**src/rtl/sram_arbiter_if.sv**
```systemverilog
// Bundles the two requester handshakes and the external SRAM pins for the arbiter.
// No logic: pure signal grouping, so no latency of its own.
// Backpressure is the level req held until the ack/vld pulse.
interface sram_arbiter_if;
    // write requester
    logic        wr_req;
    logic [17:0] wr_addr;
    logic [31:0] wr_data;
    logic        wr_ack;
    // read requester
    logic        rd_req;
    logic [17:0] rd_addr;
    logic [31:0] rd_data;
    logic        rd_vld;
    // status
    logic        busy;
    // SRAM side
    logic [18:0] sram_addr;
    logic        sram_ce_n;
    logic        sram_oe_n;
    logic        sram_we_n;
    logic        sram_ub_n;
    logic        sram_lb_n;
    logic [15:0] data_o;
    logic        data_oe;
    logic [15:0] data_i;

    // arbiter side
    modport slave (
        input  wr_req, wr_addr, wr_data, rd_req, rd_addr, data_i,
        output wr_ack, rd_data, rd_vld, busy,
        output sram_addr, sram_ce_n, sram_oe_n, sram_we_n, sram_ub_n, sram_lb_n,
        output data_o, data_oe
    );

    // requesters plus pad/SRAM side
    modport master (
        output wr_req, wr_addr, wr_data, rd_req, rd_addr, data_i,
        input  wr_ack, rd_data, rd_vld, busy,
        input  sram_addr, sram_ce_n, sram_oe_n, sram_we_n, sram_ub_n, sram_lb_n,
        input  data_o, data_oe
    );
endinterface

```
**src/rtl/sram_arbiter.sv**
```systemverilog
// Round-robin arbiter splitting 32-bit write/read requests into two 16-bit async SRAM accesses.
// Latency: grant edge to ack/vld pulse = 2*ACC_CYC edges; the requester samples it on the next edge.
// Backpressure: requests are levels; a request raised while busy simply waits in IDLE arbitration.
module sram_arbiter #(
    parameter int unsigned ACC_CYC = 2
) (
    input  logic          clk,
    input  logic          clr,
    sram_arbiter_if.slave bus
);

    typedef enum logic [2:0] {
        IDLE  = 3'd0,
        WR_LO = 3'd1,
        WR_HI = 3'd2,
        RD_LO = 3'd3,
        RD_HI = 3'd4,
        DONE  = 3'd5
    } state_t;

    localparam logic [3:0] CNT_LAST = 4'(ACC_CYC - 1);

    state_t      state_q, state_d;
    logic [3:0]  cnt_q, cnt_d;
    logic        last_wr_q, last_wr_d;     // 1: last grant (and current op) was the write side
    logic [17:0] addr_q, addr_d;
    logic [31:0] wdat_q, wdat_d;
    logic [15:0] rd_lo_q, rd_lo_d;         // shadow of the even word until the pair is complete
    logic [31:0] rd_data_q, rd_data_d;

    logic        ce_n_q, ce_n_d;
    logic        oe_n_q, oe_n_d;
    logic        we_n_q, we_n_d;
    logic        bs_n_q, bs_n_d;           // ub_n and lb_n always move together
    logic [18:0] sram_addr_q, sram_addr_d;
    logic [15:0] data_o_q, data_o_d;
    logic        data_oe_q, data_oe_d;
    logic        wr_ack_q, wr_ack_d;
    logic        rd_vld_q, rd_vld_d;
    logic        busy_q, busy_d;

    logic        phase_end;

    assign phase_end = (cnt_q == CNT_LAST);

    // Next state, phase counter, grant bookkeeping and captured read data.
    always_comb begin
        state_d   = state_q;
        cnt_d     = cnt_q;
        last_wr_d = last_wr_q;
        addr_d    = addr_q;
        wdat_d    = wdat_q;
        rd_lo_d   = rd_lo_q;
        rd_data_d = rd_data_q;
        case (state_q)
            IDLE: begin
                cnt_d = 4'd0;
                // A tie goes to the side that was not served last.
                if (bus.wr_req && (!bus.rd_req || !last_wr_q)) begin
                    state_d   = WR_LO;
                    last_wr_d = 1'b1;
                    addr_d    = bus.wr_addr;
                    wdat_d    = bus.wr_data;
                end else if (bus.rd_req) begin
                    state_d   = RD_LO;
                    last_wr_d = 1'b0;
                    addr_d    = bus.rd_addr;
                end
            end
            WR_LO, WR_HI, RD_LO, RD_HI: begin
                if (phase_end) begin
                    cnt_d = 4'd0;
                    case (state_q)
                        WR_LO:   state_d = WR_HI;
                        RD_LO: begin
                            state_d = RD_HI;
                            rd_lo_d = bus.data_i;
                        end
                        RD_HI: begin
                            state_d   = DONE;
                            // Both halves land together so a half-updated word is never visible.
                            rd_data_d = {bus.data_i, rd_lo_q};
                        end
                        default: state_d = DONE;
                    endcase
                end else begin
                    cnt_d = cnt_q + 4'd1;
                end
            end
            DONE:    state_d = IDLE;
            default: state_d = IDLE;
        endcase
    end

    // Output values for the state/phase being entered, so every pin is a flop output.
    always_comb begin
        ce_n_d      = 1'b1;
        oe_n_d      = 1'b1;
        we_n_d      = 1'b1;
        bs_n_d      = 1'b1;
        data_oe_d   = 1'b0;
        sram_addr_d = sram_addr_q;
        data_o_d    = data_o_q;
        wr_ack_d    = 1'b0;
        rd_vld_d    = 1'b0;
        busy_d      = (state_d != IDLE);
        case (state_d)
            WR_LO, WR_HI: begin
                ce_n_d      = 1'b0;
                bs_n_d      = 1'b0;
                data_oe_d   = 1'b1;
                // Release we_n one cycle early so address and data are held past the write edge.
                we_n_d      = (cnt_d == CNT_LAST);
                sram_addr_d = {addr_d, (state_d == WR_HI)};
                data_o_d    = (state_d == WR_HI) ? wdat_d[31:16] : wdat_d[15:0];
            end
            RD_LO, RD_HI: begin
                ce_n_d      = 1'b0;
                oe_n_d      = 1'b0;
                bs_n_d      = 1'b0;
                sram_addr_d = {addr_d, (state_d == RD_HI)};
            end
            DONE: begin
                wr_ack_d = last_wr_d;
                rd_vld_d = !last_wr_d;
            end
            default: ;
        endcase
    end

    // State and registered outputs; clr aborts any access in flight without an ack.
    always_ff @(posedge clk) begin
        if (clr) begin
            state_q     <= IDLE;
            cnt_q       <= 4'd0;
            last_wr_q   <= 1'b0;
            addr_q      <= 18'd0;
            wdat_q      <= 32'd0;
            rd_lo_q     <= 16'd0;
            rd_data_q   <= 32'd0;
            ce_n_q      <= 1'b1;
            oe_n_q      <= 1'b1;
            we_n_q      <= 1'b1;
            bs_n_q      <= 1'b1;
            sram_addr_q <= 19'd0;
            data_o_q    <= 16'd0;
            data_oe_q   <= 1'b0;
            wr_ack_q    <= 1'b0;
            rd_vld_q    <= 1'b0;
            busy_q      <= 1'b0;
        end else begin
            state_q     <= state_d;
            cnt_q       <= cnt_d;
            last_wr_q   <= last_wr_d;
            addr_q      <= addr_d;
            wdat_q      <= wdat_d;
            rd_lo_q     <= rd_lo_d;
            rd_data_q   <= rd_data_d;
            ce_n_q      <= ce_n_d;
            oe_n_q      <= oe_n_d;
            we_n_q      <= we_n_d;
            bs_n_q      <= bs_n_d;
            sram_addr_q <= sram_addr_d;
            data_o_q    <= data_o_d;
            data_oe_q   <= data_oe_d;
            wr_ack_q    <= wr_ack_d;
            rd_vld_q    <= rd_vld_d;
            busy_q      <= busy_d;
        end
    end

    assign bus.wr_ack    = wr_ack_q;
    assign bus.rd_data   = rd_data_q;
    assign bus.rd_vld    = rd_vld_q;
    assign bus.busy      = busy_q;
    assign bus.sram_addr = sram_addr_q;
    assign bus.sram_ce_n = ce_n_q;
    assign bus.sram_oe_n = oe_n_q;
    assign bus.sram_we_n = we_n_q;
    assign bus.sram_ub_n = bs_n_q;
    assign bus.sram_lb_n = bs_n_q;
    assign bus.data_o    = data_o_q;
    assign bus.data_oe   = data_oe_q;

endmodule

```
**src/flat_wrapper.sv**
```systemverilog
// flat-port wrapper written by rule: the top's interface ports become plain ports
module sram_arbiter_flat 
#(
    parameter int unsigned ACC_CYC = 2
)
  (clk, clr, bus_wr_req, bus_wr_addr, bus_wr_data, bus_rd_req, bus_rd_addr, bus_data_i, bus_wr_ack, bus_rd_data, bus_rd_vld, bus_busy, bus_sram_addr, bus_sram_ce_n, bus_sram_oe_n, bus_sram_we_n, bus_sram_ub_n, bus_sram_lb_n, bus_data_o, bus_data_oe);
  sram_arbiter_if bus_i ();
  input  logic clk;
  input  logic clr;
  input wire logic [$bits(bus_i.wr_req)-1:0] bus_wr_req;
  input wire logic [$bits(bus_i.wr_addr)-1:0] bus_wr_addr;
  input wire logic [$bits(bus_i.wr_data)-1:0] bus_wr_data;
  input wire logic [$bits(bus_i.rd_req)-1:0] bus_rd_req;
  input wire logic [$bits(bus_i.rd_addr)-1:0] bus_rd_addr;
  input wire logic [$bits(bus_i.data_i)-1:0] bus_data_i;
  output wire logic [$bits(bus_i.wr_ack)-1:0] bus_wr_ack;
  output wire logic [$bits(bus_i.rd_data)-1:0] bus_rd_data;
  output wire logic [$bits(bus_i.rd_vld)-1:0] bus_rd_vld;
  output wire logic [$bits(bus_i.busy)-1:0] bus_busy;
  output wire logic [$bits(bus_i.sram_addr)-1:0] bus_sram_addr;
  output wire logic [$bits(bus_i.sram_ce_n)-1:0] bus_sram_ce_n;
  output wire logic [$bits(bus_i.sram_oe_n)-1:0] bus_sram_oe_n;
  output wire logic [$bits(bus_i.sram_we_n)-1:0] bus_sram_we_n;
  output wire logic [$bits(bus_i.sram_ub_n)-1:0] bus_sram_ub_n;
  output wire logic [$bits(bus_i.sram_lb_n)-1:0] bus_sram_lb_n;
  output wire logic [$bits(bus_i.data_o)-1:0] bus_data_o;
  output wire logic [$bits(bus_i.data_oe)-1:0] bus_data_oe;
  assign bus_i.wr_req = bus_wr_req;
  assign bus_i.wr_addr = bus_wr_addr;
  assign bus_i.wr_data = bus_wr_data;
  assign bus_i.rd_req = bus_rd_req;
  assign bus_i.rd_addr = bus_rd_addr;
  assign bus_i.data_i = bus_data_i;
  assign bus_wr_ack = bus_i.wr_ack;
  assign bus_rd_data = bus_i.rd_data;
  assign bus_rd_vld = bus_i.rd_vld;
  assign bus_busy = bus_i.busy;
  assign bus_sram_addr = bus_i.sram_addr;
  assign bus_sram_ce_n = bus_i.sram_ce_n;
  assign bus_sram_oe_n = bus_i.sram_oe_n;
  assign bus_sram_we_n = bus_i.sram_we_n;
  assign bus_sram_ub_n = bus_i.sram_ub_n;
  assign bus_sram_lb_n = bus_i.sram_lb_n;
  assign bus_data_o = bus_i.data_o;
  assign bus_data_oe = bus_i.data_oe;
  sram_arbiter #(.ACC_CYC(ACC_CYC)) u_core (.clk(clk), .clr(clr), .bus(bus_i));
endmodule
```
**config.mk**
```make
export PLATFORM = sky130hd
export DESIGN_NAME = sram_arbiter_flat
export DESIGN_NICKNAME = d
export VERILOG_FILES = /design/src/rtl/sram_arbiter_if.sv /design/src/rtl/sram_arbiter.sv /design/src/flat_wrapper.sv
export SDC_FILE = /design/constraint.sdc
export NUM_CORES = 1
export LEC_CHECK = 0
export CAP_MARGIN = 20
export CELL_PAD_IN_SITES_DETAIL_PLACEMENT = 0
export CELL_PAD_IN_SITES_GLOBAL_PLACEMENT = 1
export CORE_MARGIN = 1
export CORE_UTILIZATION = 45
export DETAILED_ROUTE_END_ITERATION = 8
export DONT_BUFFER_PORTS = 1
export PLACE_DENSITY = 0.76
export SYNTH_ARGS = -nofsm -noshare
export SYNTH_HDL_FRONTEND = slang
export SYNTH_SLANG_ARGS = --single-unit
```
**constraint.sdc**
```tcl
create_clock -name clk -period 2.8 [get_ports clk]
set_clock_uncertainty 0.15 [all_clocks]
set_input_delay 0.14 -clock clk [delete_from_list [all_inputs] [get_ports clk]]
set_output_delay 0.14 -clock clk [all_outputs]
set_load 0.02 [all_outputs]
```
==> flow_summary.toml, run 1 <==
[placement]
dp_hpwl_um = 9142
place_congestion = 0.8078
portBuffers = 0
place_inst = 774

[floorplan]
ioPinCount = 164
initial_utilization_pct = 46.72
die_w_um = 117.4
die_h_um = 117.4
num_rows = 41
die_area_sq_um = 13780
core-area_sq_um = 12820

[final_layout]
final_common_cell = "dfxtp_1"
syn_to_final_growth_pct = 27.06
fin_nets = 800
final_layout_size_suffix_gt1_share_pct = 13.14
layout_common_cells = "148 x dfxtp_1, 104 x nand2_1, 88 x dlygate4sd3_1, 54 x a21oi_1, 31 x nor2_1"
fin_cells = 895
n_antenna_cell = 0

[setup_path]
crit_path_cell_trace = "nor3_4, and2_1, o221a_2, dlygate4sd3_1"
max_stage_delay_ns = 0.71
end_kind = "register"
crit_path_top_delay_cell = "and2_1"
r2r_cells = 4
crit_arrival_ns = 2.80
path_class = "reg -> reg"
crit_fanout = 19
crit_required_ns = 3.01
start_kind = "register"

[synthesis]
synth_cells = 643
async_flop_share_pct = 0
ys_types = 56
avgSynthCellArea_sq_um = 9.319
synth_warnings = 0
synth_edf_count = 0
synth_area_sq_um = 5992
synth_nets = 733
ys_seq_area_share_pct = 49.45
ys.flop_type = "dfxtp_1"
synth-seq-cells = 148

[clock_network]
clock_latency_ns = 0.42
cts_sinks = 148
cts_resized = 0
clk_pin_slew_ns = 0.06
htree_num_levels = 4
hold_buffers = 89
cts-buffers-inserted = 17
postCtsSetupBuffers = 0
clockBufferDepth = 2
cts_tree = "yes"
root_buffer = "clkbuf_16"

[sta]
period_needed_ns = 2.589
finalMaxSlewViolations = 0
relSlewSlack_pct = 43.83
setup_viol = 0
rsz0062_at_grt = "no"
post-route-period-util_pct = 92.46
tns_ns = 0
hold_violations = 0
tightest_slew_ns = 0.8386
timing.fmax_mhz = 386.3

[grt]
globalRoute.totalOverflow = 0
grt_pass1_vias = 4854
grt.total_usage_pct = 21.95
grt_pass1_wl_um = 24320
grt_antenna_before_repair = 0
grt_max_degree = 119

[outcome]
status = "completed"

[drt]
drt-total-wl_um = 15010
wl_per_cell_um = 16.77
avgViaCountPerCell = 5.477
route.detailed.drc = 0
dr.pass1.iters = 4
routed-via-count = 4902
drt_iter0_markers = 251
final_antenna_net_count = 0

[power_and_ir_drop]
p_leak_nw = 2.987
ir_drop_mv = 0.6108
p_per_area_nw_per_um2 = 853.6

[flow_run]
cap_violations = 0

[min_path]
min_path_type = "in -> reg"
hold_depth = 3
==> power by group <==
| part | internal [W] | leakage [nW] | switching, W | total (W) |
|---|---|---|---|---|
| Clock | 0.00158 | 0.317 | 0.000857 | 0.00244 |
| Combinational | 0.000635 | 1.46 | 0.000684 | 0.00132 |
| Sequential | 0.00238 | 1.21 | 0.000357 | 0.00274 |
==> cell usage after synthesis, types with 2 or more instances <==
master     count  share of area [%]
and3_1        11                1.1
or2_1          2               0.21
nor3b_2        2               0.42
a21oi_1       54                4.5
nor2b_1       20                2.1
nand3b_1       5               0.63
and2_1         3               0.31
nand2_1      104                6.5
nor2_1        31                1.9
clkbuf_1      32                2.0
nand3_1        5               0.42
ha_1           2               0.42
dfxtp_1      148                 49
o221a_2       19                3.6
a31oi_1       19                2.0
nor3_1         2               0.17
or3_1          2               0.21
mux2_2         9                1.7
a211oi_1       3               0.38
a21boi_0       8                1.0
o221ai_1      16                2.3
inv_1         29                1.8
mux2i_1       24                4.0
buf_4          6               0.75
a21o_1         3               0.38
mux2_4         9                2.3
nand2b_1       3               0.31
buf_2         18                1.5
o2111ai_1     17                2.5
o21ai_0       11               0.92
==> registers in the layout, indices dropped and copies added, names as in the netlist <==
register              flops
u_core.bus.busy           1
u_core.last_wr_q          1
u_core.bus.sram_addr     19
u_core.state_q            3
u_core.bus.data_o        16
u_core.bus.sram_oe_n      1
u_core.bus.sram_lb_n      1
u_core.rd_lo_q           16
u_core.cnt_q              4
u_core.bus.sram_we_n      1
u_core.bus.rd_vld         1
u_core.bus.wr_ack         1
u_core.addr_q            18
u_core.bus.data_oe        1
u_core.wdat_q            32
u_core.bus.rd_data       32
==> worst paths after layout <==
| check | from | end | slack, ns |
|---|---|---|---|
| setup / recovery | u_core.state_q[1] | u_core.addr_q[14] | 0.21 |
| hold / removal | bus_rd_req | u_core.state_q[1] | 0.03 |
| setup reg to reg | u_core.state_q[1] | u_core.addr_q[14] | 0.21 |
| hold reg to reg | u_core.rd_lo_q[7] | u_core.bus.rd_data[7] | 0.30 |
==> critical path: cells and delay by family (launching register included) <==
kind / cells / cell delay [ns]
simple gates: 2 / 1.04
compound gates: 1 / 0.35
buf+inv: 1 / 0.56
flops: 1 / 0.43
==> area by class of cell <==
cell class	count	area (sq um)
Tap cell	172	215.2
Timing Repair Buffer	106	1036
Fill cell	1126	5211
Inverter	29	108.9
Clock inverter	9	148.9
Sequential cell	148	2963
Clock buffer	23	488.0
Multi-Input combinational cell	408	2654
==> layer usage <==
layer,GRT usage [%],vias to the layer above,share of wire (%)
li1,-,2396,-
met1,26.95,2323,44
met2,35.10,161,48
met3,8.706,22,7.2
met4,6.818,0,1.3
met5,0,-,0
==> cell families (layout without fill, tap and decap cells) <==
logic type               Yosys count  in the layout  synth area share (%)
XOR/XNOR                           1              1                0.1462
buffers and inverters             87            167                 6.327
AO/OA/AOI/OAI                    163            163                 19.82
multiplexers                      43             43                 8.185
AND/OR/NAND/NOR                  198            198                 15.49
adder cells (fa/ha/maj)            3              3                0.5846
flip-flops                       148            148                 49.45
==> stage by stage <==
stage / power [W] / instance area [sq um] / hold WS (ns) / util, % / setup WS, ns
after floorplan: 0.003669 / 5992 / 0.1260 / - / 0.6976
after CTS: 0.006522 / 7614 / 0.01357 / 59.37 / 0.2509
after global placement: 0.003854 / 6068 / 0.07352 / 47.32 / 0.3783
final: 0.006499 / 7614 / 0.03467 / 59.37 / 0.2111
after global routing: 0.006782 / 7614 / 0.05103 / 59.37 / 0.1123
after detailed placement: 0.003892 / 6068 / 0.07399 / 47.32 / 0.3122
No activity file was read; power rests on OpenSTA's default activity.
==> run 2: changes to the inputs <==
MAX_ROUTING_LAYER = met4   (was not set)
==> flow_summary.toml, run 2 (synthesis results as in run 1) <==
[final_layout]
final_layout_size_suffix_gt1_share_pct = 13.14
final_area_sq_um = 7614
syn_to_final_growth_pct = 27.06
final_common_cell = "dfxtp_1"
fin_util_pct = 59.37
fin_nets = 800
n_antenna_cell = 0
fin_cells = 895
layout_common_cells = "148 x dfxtp_1, 104 x nand2_1, 88 x dlygate4sd3_1, 54 x a21oi_1, 31 x nor2_1"

[power_and_ir_drop]
ir_drop_mv = 0.6155
p_per_area_nw_per_um2 = 854.5
total_power_w = 0.006506
p_leak_nw = 2.987

[placement]
place_area_sq_um = 6068
place_congestion = 0.8196
place_inst = 774
dp_hpwl_um = 9142
portBuffers = 0

[sta]
setup_viol = 0
period_needed_ns = 2.598
rsz0062_at_grt = "no"
timing.fmax_mhz = 384.9
post-route-period-util_pct = 92.80
hold_violations = 0
finalMaxSlewViolations = 0
tightest_slew_ns = 0.8291
relSlewSlack_pct = 44.46
tns_ns = 0

[floorplan]
num_rows = 41
die_w_um = 117.4
die_area_sq_um = 13780
die_h_um = 117.4
initial_utilization_pct = 46.72
ioPinCount = 164
core-area_sq_um = 12820

[clock_network]
cts-buffers-inserted = 17
clk_pin_slew_ns = 0.06
cts_sinks = 148
clock_latency_ns = 0.42
postCtsSetupBuffers = 0
clockBufferDepth = 2
root_buffer = "clkbuf_16"
cts_tree = "yes"
htree_num_levels = 4

[setup_path]
r2r-end = "u_core.addr_q[14]"
start_kind = "register"
path_buf_inv = 1
max_stage_delay_ns = 0.71
critPathTopFamily = "simple AND/OR/NAND/NOR gates"
end_kind = "register"
crit_path_top_delay_cell = "and2_1"
r2r_start = "u_core.state_q[1]"
critPathLaunch = "u_core.state_q[1]"
r2r_cells = 4
crit_arrival_ns = 2.81
r2r_slack_ns = 0.20
crit_required_ns = 3.01
path_class = "reg -> reg"
crit_fanout = 19
crit_path_cell_trace = "nor3_4, and2_1, o221a_2, dlygate4sd3_1"

[drt]
routed-via-count = 4956
wl_per_cell_um = 16.83
route.detailed.drc = 0
dr.pass1.iters = 4
drt-total-wl_um = 15060
final_antenna_net_count = 0
drt_iter0_markers = 278
avgViaCountPerCell = 5.537

[grt]
grt_antenna_before_repair = 0
grt_pass1_wl_um = 24290
globalRoute.totalOverflow = 0
grt.total_usage_pct = 22.55
grt_pass1_vias = 4858
grt_max_degree = 119

[flow_run]
cap_violations = 0

[outcome]
status = "completed"

[min_path]
min-delay-start = "bus_rd_req"
hold_depth = 3
min_path_type = "in -> reg"
whs_endpoint = "u_core.state_q[1]"
## run 2: worst min-delay path: stages
cell     delay (ns)
nand3_1        0.05
buf_4          0.22
a21oi_1        0.14
## run 2: power by group
group | internal, W | total, W | switching, W | leakage, nW
Clock | 0.00158 | 0.00244 | 0.000859 | 0.317
Combinational | 0.000635 | 0.00132 | 0.000689 | 1.46
Sequential | 0.00238 | 0.00274 | 0.000357 | 1.21
Total | 0.00460 | 0.00651 | 0.00191 | 2.99
## run 2: worst max path at each step
stage,depth (start not counted),to
after floorplan,7,u_core.bus.sram_addr[10]
after global placement,6,u_core.bus.sram_addr[1]
after detailed placement,6,u_core.bus.sram_addr[5]
after CTS,4,u_core.addr_q[13]
after global routing,4,u_core.addr_q[14]
final,4,u_core.addr_q[14]
## run 2: area by class of cell
cell class,instances,area [sq um]
Tap cell,172,215.2
Multi-Input combinational cell,408,2654
Fill cell,1126,5211
Sequential cell,148,2963
Clock inverter,9,148.9
Timing Repair Buffer,106,1036
Clock buffer,23,488.0
Inverter,29,108.9
## run 2: routing by layer
layer  wire length (um)  track usage, %  vias up
li1                   -               -     2403
met1               6687           26.95     2372
met2               7216           35.24      162
met3                978           8.317       19
met4                181           6.818        0
met5                  0               -        -
## run 2: what timing repair did
action | CTS | global route
endpoints found under the setup margin | 0 | 0
endpoints found under the hold margin | 139 | 0
hold buffers | 89 | 0
resized for setup | 0 | 0
## run 2: per-stage QoR
stage          worst slack (ns)  hold slack [ns]
2_1_floorplan            0.6976           0.1260
3_3_place_gp             0.3783          0.07352
3_5_place_dp             0.3122          0.07399
4_1_cts                  0.2509          0.01357
5_1_grt                  0.1123          0.05004
6_report                 0.2017          0.03136
==> run 3: changes to the inputs <==
ABC_AREA = 1   (was not set)
CORE_UTILIZATION = 44   (was 45)
HOLD_SLACK_MARGIN = 0.02   (was not set)
MAX_ROUTING_LAYER = not set   (was met4)
PLACE_DENSITY = 0.78   (was 0.76)
==> flow_summary.toml, run 3 <==
[grt]
globalRoute.totalOverflow = 0
grt_antenna_before_repair = 0
grt_pass1_wl_um = 26520
grt_max_degree = 72
grt.total_usage_pct = 23.56
grt_pass1_vias = 5319

[sta]
hold_violations = 0
tightest_slew_ns = 0.9924
rsz0062_at_grt = "no"
setup_viol = 0
timing.fmax_mhz = 405.4
post-route-period-util_pct = 88.11
finalMaxSlewViolations = 0
period_needed_ns = 2.467
tns_ns = 0
relSlewSlack_pct = 33.77

[setup_path]
path_buf_inv = 3
end_kind = "register"
start_kind = "register"
crit_arrival_ns = 2.67
max_stage_delay_ns = 0.61
crit_fanout = 18
critPathTopFamily = "buffers and inverters"
crit_path_cell_trace = "nor2_2, nand2_2, nor2_2, inv_2, buf_4, o221ai_1, dlygate4sd3_1, nand2_1, nand2_1, nor2_1"
path_class = "reg -> reg"
crit_path_top_delay_cell = "dlygate4sd3_1"
crit_required_ns = 3.01

[synthesis]
yosysTopAreaCell = "dfxtp_1"
synth_area_sq_um = 5978
avgSynthCellArea_sq_um = 7.362
synth.area.top_cells = "dfxtp_1 50%, nor2_1 12%, nand2_1 11%"
synth-simple-area-share_pct = 29.78
ys_types = 30
netlist.area_leader.share_pct = 49.56
async_flop_share_pct = 0
ys_seq_area_share_pct = 49.56
synth-seq-cells = 148
ys.flop_type = "dfxtp_1"
synth_compound_area_share_pct = 13.54
synth_common_cells = "187 x nor2_1, 170 x nand2_1, 148 x dfxtp_1, 62 x o21ai_0, 57 x nand3_1"
yosysMostFrequentCell = "nor2_1"
synth-xor-area-share_pct = 0.2930
synth-adder-area-share_pct = 0.4186
synth_nets = 902
synth_warnings = 0
synth_edf_count = 0
synth_cells = 812
muxShareOfSynthArea_pct = 0
synth_top_family_by_area = "simple AND/OR/NAND/NOR gates"

[clock_network]
htree_num_levels = 4
clockBufferDepth = 2
clk_pin_slew_ns = 0.06
cts-buffers-inserted = 17
postCtsSetupBuffers = 0
cts_tree = "yes"
clock_latency_ns = 0.42
cts_sinks = 148
root_buffer = "clkbuf_16"

[drt]
wl_per_cell_um = 14.93
avgViaCountPerCell = 5.179
drt-total-wl_um = 15990
routed-via-count = 5547
route.detailed.drc = 0
dr.pass1.iters = 5
drt_iter0_markers = 283
final_antenna_net_count = 0

[final_layout]
fin_nets = 972
fin_cells = 1071
fillers = 1235
n_antenna_cell = 0
final_common_cell = "nor2_1"
syn_to_final_growth_pct = 26.98
layout_common_cells = "186 x nor2_1, 170 x nand2_1, 148 x dfxtp_1, 91 x dlygate4sd3_1, 62 x o21ai_0"
final_layout_size_suffix_gt1_share_pct = 7.933

[power_and_ir_drop]
p_per_area_nw_per_um2 = 875.2
p_leak_nw = 3.332
ir_drop_mv = 0.4365

[floorplan]
num_rows = 42
core-area_sq_um = 13240
die_w_um = 118.6
die_area_sq_um = 14060
initial_utilization_pct = 45.14
die_h_um = 118.6
ioPinCount = 164

[flow_run]
cap_violations = 0

[min_path]
min_path_type = "in -> reg"

[placement]
portBuffers = 0
place_inst = 947
dp_hpwl_um = 9860
place_congestion = 0.8482

[outcome]
status = "completed"
run 3: worst paths after layout:
path / from / end / slack, ns / cells after the start
worst max-delay path: u_core.state_q[1] / u_core.bus.sram_addr[14] / 0.33 / 10
worst max register to register: u_core.state_q[1] / u_core.bus.sram_addr[14] / 0.33 / 10
worst min register to register: u_core.wdat_q[25] / u_core.wdat_q[25] / 0.32 / 2
worst min-delay path: bus_rd_addr[12] / u_core.bus.sram_addr[13] / 0.04 / 6
run 3: worst min-delay path: cells and delay by family:
kind               cells  cell delay, ns
and+or+nand+nor        5            0.32
AOI/OAI and AO/OA      1            0.10
run 3: power breakdown:
group	internal [W]	switching, W	leakage, nW
registers	0.00240	0.000381	1.21
clock network	0.00151	0.000881	0.303
logic	0.000550	0.000921	1.82
total	0.00446	0.00218	3.33
run 3: metrics by stage:
| step | total power [W] | hold WS, ns | setup slack, ns | instance area, sq um | utilization [%] |
|---|---|---|---|---|---|
| after floorplan | 0.003825 | 0.1249 | 0.9582 | 5978 | - |
| after global placement | 0.004015 | 0.06511 | 0.5189 | 6025 | 45.49 |
| after detailed placement | 0.004052 | 0.06632 | 0.3866 | 6025 | 45.49 |
| after CTS | 0.006672 | 0.02137 | 0.3070 | 7587 | 57.29 |
| after global routing | 0.007008 | 0.08398 | 0.07145 | 7591 | 57.32 |
| final | 0.006643 | 0.03883 | 0.3330 | 7591 | 57.32 |
run 3: layer usage:
layer	vias up	routed length [um]	global-route usage (%)	part of all wire, %
met2	193	7469	37.87	47
met5	-	0	0	0
li1	2772	-	-	-
met3	28	1321	7.577	8.3
met1	2554	6889	29.22	43
met4	0	308	9.098	1.9
run 3: repair_timing:
item                       CTS  global route
resized for setup            0             1
hold endpoints to repair   131             0
setup endpoints to repair    0             1
hold buffers                92             0
run 3: logic make-up after synthesis:
| family | count (synthesis) |
|---|---|
| simple gates | 434 |
| flops | 148 |
| compound gates | 140 |
| buf+inv | 86 |
| xor+xnor | 2 |
| fa+ha+maj | 2 |
run 3: final cells by class:
type	count	area, sq um	share of cell area [%]
repair buffers	102	1013	13.35
inverters	35	135.1	1.780
clock inverters	13	181.4	2.390
multi-input cells	578	2635	34.71
clock buffers	19	442.9	5.835
well taps	176	220.2	2.901
flip-flops and latches	148	2963	39.03
